[config.mk]
export PLATFORM = sky130hd
export DESIGN_NAME = avalon_to_wb_burst_bridge
export DESIGN_NICKNAME = d
export VERILOG_FILES = /design/src/rtl/wb_avalon_pkg.sv /design/src/rtl/wb_burst_counter.sv /design/src/rtl/avalon_to_wb_burst_bridge.sv
export SDC_FILE = /design/constraint.sdc
export NUM_CORES = 1
export LEC_CHECK = 0
export CAP_MARGIN = 25
export CORE_ASPECT_RATIO = 0.5
export CORE_MARGIN = 10
export CORE_UTILIZATION = 35
export DETAILED_ROUTE_END_ITERATION = 10
export GPL_TIMING_DRIVEN = 0
export PLACE_DENSITY = 0.81
export SKIP_LAST_GASP = 1
export SLEW_MARGIN = 20
export SYNTH_ARGS = -nofsm -noshare
export SYNTH_HDL_FRONTEND = slang
export SYNTH_HIERARCHICAL = 1
export SYNTH_SLANG_ARGS = --single-unit
[constraint.sdc]
create_clock -name wb_clk_i -period 4.19 [get_ports wb_clk_i]
set_clock_uncertainty 0.05 [all_clocks]
set_input_delay 1.257 -clock wb_clk_i [delete_from_list [all_inputs] [get_ports wb_clk_i]]
set_output_delay 1.257 -clock wb_clk_i [all_outputs]
set_load 0.03 [all_outputs]
[src/rtl/wb_avalon_pkg.sv]
// Shared constants for the Avalon/Wishbone burst bridges: cycle types, burst types,
// Avalon response codes and the bridge FSM state encoding.
package wb_avalon_pkg;

    localparam logic [2:0] CTI_CLASSIC = 3'b000;
    localparam logic [2:0] CTI_INC     = 3'b010;
    localparam logic [2:0] CTI_EOB     = 3'b111;

    localparam logic [1:0] BTE_LINEAR  = 2'b00;

    localparam logic [1:0] RESP_OKAY   = 2'b00;
    localparam logic [1:0] RESP_SLVERR = 2'b10;

    localparam logic [1:0] ST_IDLE     = 2'd0;
    localparam logic [1:0] ST_READ     = 2'd1;
    localparam logic [1:0] ST_WRITE    = 2'd2;

endpackage

[src/rtl/wb_burst_counter.sv]
// Burst address/beat tracker: loads a start address and beat count, steps by one
// data word per accepted beat and flags the final beat. Count 0 loads as 1.
module wb_burst_counter #(
    parameter int AW    = 32,
    parameter int DW    = 32,
    parameter int CNT_W = 4
) (
    input  logic             clk,
    input  logic             rst,
    input  logic             load,
    input  logic [AW-1:0]    load_adr,
    input  logic [CNT_W-1:0] load_cnt,
    input  logic             advance,
    output logic [AW-1:0]    adr,
    output logic             last
);

    localparam logic [AW-1:0] STEP = AW'(DW / 8);

    logic [AW-1:0]    adr_q, adr_d;
    logic [CNT_W-1:0] cnt_q, cnt_d;

    always_comb begin
        adr_d = adr_q;
        cnt_d = cnt_q;
        if (load) begin
            adr_d = load_adr;
            cnt_d = (load_cnt == '0) ? CNT_W'(1) : load_cnt;
        end else if (advance) begin
            // address wraps naturally modulo 2^AW
            adr_d = adr_q + STEP;
            cnt_d = cnt_q - CNT_W'(1);
        end
    end

    always_ff @(posedge clk) begin
        if (rst) begin
            adr_q <= '0;
            cnt_q <= '0;
        end else begin
            adr_q <= adr_d;
            cnt_q <= cnt_d;
        end
    end

    assign adr  = adr_q;
    assign last = (cnt_q == CNT_W'(1));

endmodule

[src/rtl/avalon_to_wb_burst_bridge.sv]
// Avalon-MM burst slave to Wishbone B4 incrementing-burst master, one burst in flight.
// Define AVALON_RESPONSE_EN to add the s_response port (OKAY / SLAVEERROR per beat).
//   state    | meaning
//   ST_IDLE  | waiting for s_read / s_write, command latched on entry to a burst
//   ST_READ  | strobing read beats, data returned one cycle after each ack
//   ST_WRITE | strobing write beats as the Avalon host presents them
module avalon_to_wb_burst_bridge
    import wb_avalon_pkg::*;
#(
    parameter int AW      = 32,
    parameter int DW      = 32,
    parameter int BURST_W = 4
) (
    input  logic               wb_clk_i,
    input  logic               wb_rst_i,
    input  logic [AW-1:0]      s_address,
    input  logic [DW/8-1:0]    s_byteenable,
    input  logic               s_read,
    input  logic               s_write,
    input  logic [DW-1:0]      s_writedata,
    input  logic [BURST_W-1:0] s_burstcount,
    output logic [DW-1:0]      s_readdata,
    output logic               s_readdatavalid,
    output logic               s_waitrequest,
`ifdef AVALON_RESPONSE_EN
    output logic [1:0]         s_response,
`endif
    output logic [AW-1:0]      wbm_adr_o,
    output logic [DW-1:0]      wbm_dat_o,
    output logic [DW/8-1:0]    wbm_sel_o,
    output logic               wbm_we_o,
    output logic               wbm_cyc_o,
    output logic               wbm_stb_o,
    output logic [2:0]         wbm_cti_o,
    output logic [1:0]         wbm_bte_o,
    input  logic [DW-1:0]      wbm_dat_i,
    input  logic               wbm_ack_i,
    input  logic               wbm_err_i,
    input  logic               wbm_rty_i
);

    localparam int SW = DW / 8;

    logic [1:0]    state_q, state_d;
    logic [SW-1:0] sel_q, sel_d;
    logic          rdv_q, rdv_d;
    logic [DW-1:0] rdata_q, rdata_d;
    logic          load, advance, last, beat_done;
    logic [AW-1:0] adr;
    logic          unused_rty;

    assign unused_rty = wbm_rty_i;
    assign beat_done  = wbm_ack_i | wbm_err_i;

    wb_burst_counter #(.AW(AW), .DW(DW), .CNT_W(BURST_W)) u_counter (
        .clk      (wb_clk_i),
        .rst      (wb_rst_i),
        .load     (load),
        .load_adr (s_address),
        .load_cnt (s_burstcount),
        .advance  (advance),
        .adr      (adr),
        .last     (last)
    );

    always_comb begin
        state_d       = state_q;
        sel_d         = sel_q;
        rdv_d         = 1'b0;
        rdata_d       = rdata_q;
        load          = 1'b0;
        advance       = 1'b0;
        wbm_cyc_o     = 1'b0;
        wbm_stb_o     = 1'b0;
        wbm_we_o      = 1'b0;
        wbm_cti_o     = CTI_CLASSIC;
        wbm_sel_o     = '0;
        s_waitrequest = 1'b1;
        case (state_q)
            ST_IDLE: begin
                // read wins a simultaneous request; write beats are taken in ST_WRITE
                if (s_read) begin
                    load          = 1'b1;
                    sel_d         = s_byteenable;
                    state_d       = ST_READ;
                    s_waitrequest = 1'b0;
                end else if (s_write) begin
                    load    = 1'b1;
                    sel_d   = s_byteenable;
                    state_d = ST_WRITE;
                end
            end
            ST_READ: begin
                wbm_cyc_o = 1'b1;
                wbm_stb_o = 1'b1;
                wbm_cti_o = last ? CTI_EOB : CTI_INC;
                wbm_sel_o = sel_q;
                if (beat_done) begin
                    advance = 1'b1;
                    rdv_d   = 1'b1;
                    rdata_d = wbm_dat_i;
                    if (last) state_d = ST_IDLE;
                end
            end
            ST_WRITE: begin
                wbm_cyc_o     = 1'b1;
                wbm_we_o      = 1'b1;
                wbm_stb_o     = s_write;
                wbm_cti_o     = last ? CTI_EOB : CTI_INC;
                wbm_sel_o     = s_byteenable;
                s_waitrequest = !beat_done;
                if (s_write && beat_done) begin
                    advance = 1'b1;
                    if (last) state_d = ST_IDLE;
                end
            end
            default: state_d = ST_IDLE;
        endcase
        if (wb_rst_i) s_waitrequest = 1'b1;
    end

    always_ff @(posedge wb_clk_i) begin
        if (wb_rst_i) begin
            state_q <= ST_IDLE;
            sel_q   <= '0;
            rdv_q   <= 1'b0;
            rdata_q <= '0;
        end else begin
            state_q <= state_d;
            sel_q   <= sel_d;
            rdv_q   <= rdv_d;
            rdata_q <= rdata_d;
        end
    end

`ifdef AVALON_RESPONSE_EN
    logic [1:0] resp_q, resp_d;

    always_comb begin
        resp_d = resp_q;
        if ((state_q == ST_READ && beat_done) || (state_q == ST_WRITE && s_write && beat_done))
            resp_d = wbm_err_i ? RESP_SLVERR : RESP_OKAY;
    end

    always_ff @(posedge wb_clk_i) begin
        if (wb_rst_i) resp_q <= RESP_OKAY;
        else          resp_q <= resp_d;
    end

    assign s_response = resp_q;
`endif

    assign wbm_adr_o       = adr;
    assign wbm_dat_o       = s_writedata;
    assign wbm_bte_o       = BTE_LINEAR;
    assign s_readdata      = rdata_q;
    assign s_readdatavalid = rdv_q;

endmodule
==> flow_summary.json <==
{
  "cts_tree": "done",
  "criticalPathCategory": "in -> out",
  "drc": 0,
  "ir_drop_mv": 0.226,
  "slew_viol_final": 0,
  "syn-mean-instance-area_um2": 8.07,
  "vias_per_cell": 5.08,
  "synth-async-reset-ratio_pct": 0,
  "fp.coreArea_um2": 11000,
  "setup_viol": 0,
  "drive_gt1_share_pct": 10.8,
  "final_cells": 839,
  "cts_root_buffer": "clkbuf_16",
  "hold_viol_final": 0,
  "cp_slowest_cell": "or3b_2",
  "hpwl_um": 11300,
  "multi_input_area_um2": 2040,
  "ant_nets": 0,
  "ys_ff_latch": 75,
  "cp_num_buf_inv": 2,
  "die_area_um2": 16300,
  "grt_remaining_overflow": 0,
  "maxCapViolCount": 0,
  "synth_edf_count": 0,
  "grt_pass1_vias": 4271,
  "critPathMaxStageDelay_ps": 520,
  "post_drt_wl_per_cell_um": 17.1,
  "num_vias": 4262,
  "grt_max_degree": 13,
  "hp-class": "reg -> reg",
  "placed_cells": 823,
  "power.density_nw_per_um2": 560,
  "clkSinkCount": 75,
  "finalWorstSetupSlack_ps": 112,
  "crit_required_ps": 2880,
  "path_max_fanout": 6,
  "fin_crit_sh_pct": 97.3,
  "cts_max_level": 3,
  "ys_warn_count": 6,
  "worst_pin_slew_ps": 645,
  "cp_top_family": "buffers and inverters",
  "io_pins": 221,
  "rsz0062_at_grt": "false",
  "dr.pass1.iters": 4,
  "status": "finished clean",
  "p_leak_nw": 2.27,
  "globalRouteTotalUtil_pct": 16.9,
  "preCtsSetupSlack_ps": -196,
  "antennaDiodeCount": 0,
  "routed_wl_um": 14400,
  "yosysUniqueCellTypes": 55,
  "clock.fmax_mhz": 245,
  "slew_headroom_pct": 57.0,
  "port_buffers": 185,
  "power_mw": 3.54,
  "startpoint_type": "input port",
  "period_needed_ps": 4080,
  "drt-initial-drc-count": 268,
  "netlist_area_um2": 3970,
  "numCtsBuffers": 9,
  "nets": 808,
  "synthFlopType": "dfxtp_1",
  "clockBufferDepth": 2,
  "chipWidth_um": 171,
  "initial_core_util_pct": 35.9,
  "syn_inst": 492,
  "finalWeightedCongestion": 0.878,
  "worstPathCellList": "clkdlybuf4s50_1, or3b_2, nand3_1, dlygate4sd2_1",
  "die_h_um": 95.3,
  "grt_first_pass_wirelength_um": 22400,
  "cp-end-kind": "output pin",
  "clock_insertion_delay_worst_skew_ps": 320,
  "synth-seq-area-share_pct": 37.8,
  "antenna_found_initial": 0,
  "clkSlewWorstSetupHoldPaths_ps": 60,
  "nFillCells": 1016,
  "row_count": 27,
  "area_growth_pct": 59.3,
  "layout.area.seq_um2": 1500,
  "critical_path_arrival_ps": 2770
}
[worst paths after layout]
check                                         end  depth (start not counted)      startpoint  slack (ps)
worst max-delay path                s_waitrequest                          4       wbm_err_i         110
worst min register to register     s_readdata[16]                          2  s_readdata[16]         400
worst max register to register  u_counter/adr[16]                          8      state_q[0]        1030
worst min-delay path               s_readdata[16]                          2  s_readdata[16]         400
[repair_timing]
item	CTS	global route
cloned	0	0
buffers inserted	0	0
hold buffers	0	0
gates resized for setup	1	1
endpoints found under the setup margin	1	4
[synthesized netlist by cell type, types with 9 or more instances]
| master | n | area (µm²) |
|---|---|---|
| xnor2_1 | 9 | 78.8 |
| buf_2 | 9 | 45.0 |
| inv_1 | 12 | 45.0 |
| nand4_1 | 11 | 68.8 |
| a21oi_1 | 42 | 210 |
| a211oi_1 | 14 | 105 |
| dfxtp_1 | 75 | 1500 |
| nand3_1 | 13 | 65.1 |
| nand2_1 | 81 | 304 |
| clkbuf_1 | 17 | 63.8 |
| nor2_1 | 38 | 143 |
| buf_4 | 36 | 270 |
[state kept, by name, indices dropped and copies added (netlist names)]
name,cells
u_counter/adr,32
s_readdatavalid,1
s_readdata,32
sel_q,4
u_counter/cnt_q,4
state_q,2
[report_power, final]
| group | internal [mW] | switching, mW |
|---|---|---|
| Combinational | 0.700 | 0.984 |
| Clock | 0.508 | 0.293 |
| Sequential | 0.882 | 0.178 |
| Total | 2.09 | 1.45 |
[cells in the final DEF, fill, tap and decap left out, types with 8 or more instances in the layout]
cell and count:
clkdlybuf4s50_1 184, nor3_1 8, a21oi_1 42, clkbuf_16 9
nand2_1 81, ha_1 8, mux2i_1 8, xnor2_1 9
nor2_1 38, buf_4 36, a211oi_1 14, inv_1 12
nand4_1 11, dfxtp_1 75, a311oi_1 8, or4_1 8
buf_2 9, nand3_1 13, clkbuf_1 17
[layer usage]
metal	share of wire, %	up-vias	track usage (%)
met2	51	147	31.4
met3	8.1	9	5.65
li1	-	2095	-
met1	41	2011	18.5
met4	0.76	0	3.92
met5	0	-	0
[area by class of cell]
cell class,instances,area share [%]
sequential,75,23.7
multi-input combinational,340,32.2
clock buffer,12,4.21
clock inverter,4,0.752
timing repair buffer,185,29.3
inverter,13,0.771
buffer,65,6.17
tap,145,2.87
[per-stage QoR]
step / setup TNS, ps / utilization [%] / hold slack, ps / area [µm²]
floorplan: 0 / - / 414 / 3980
global placement: -538 / 54.4 / 390 / 6010
detailed placement: -706 / 54.4 / 395 / 6010
CTS: 0 / 57.2 / 403 / 6320
global route: 0 / 57.3 / 418 / 6330
finish: 0 / 57.3 / 401 / 6330
[cells by family (layout without fill, tap and decap cells)]
logic type / after synthesis / after routing / synth area share (%)
compound gates: 100 / 100 / 17.0
xor+xnor: 15 / 15 / 3.31
fa+ha+maj: 8 / 8 / 2.52
buf+inv: 78 / 279 / 11.1
flops: 75 / 75 / 37.8
mux: 8 / 8 / 2.02
other cells: 1 / 2 / 0.0944
simple gates: 207 / 207 / 26.2
[worst min-delay path, delay by kind of cell (launching register included)]
family           cells  cell delay, ps
AO/OA/AOI/OAI        1              50
flip-flops           1             300
AND/OR/NAND/NOR      1              50
Power figures use the tool's default switching activity.
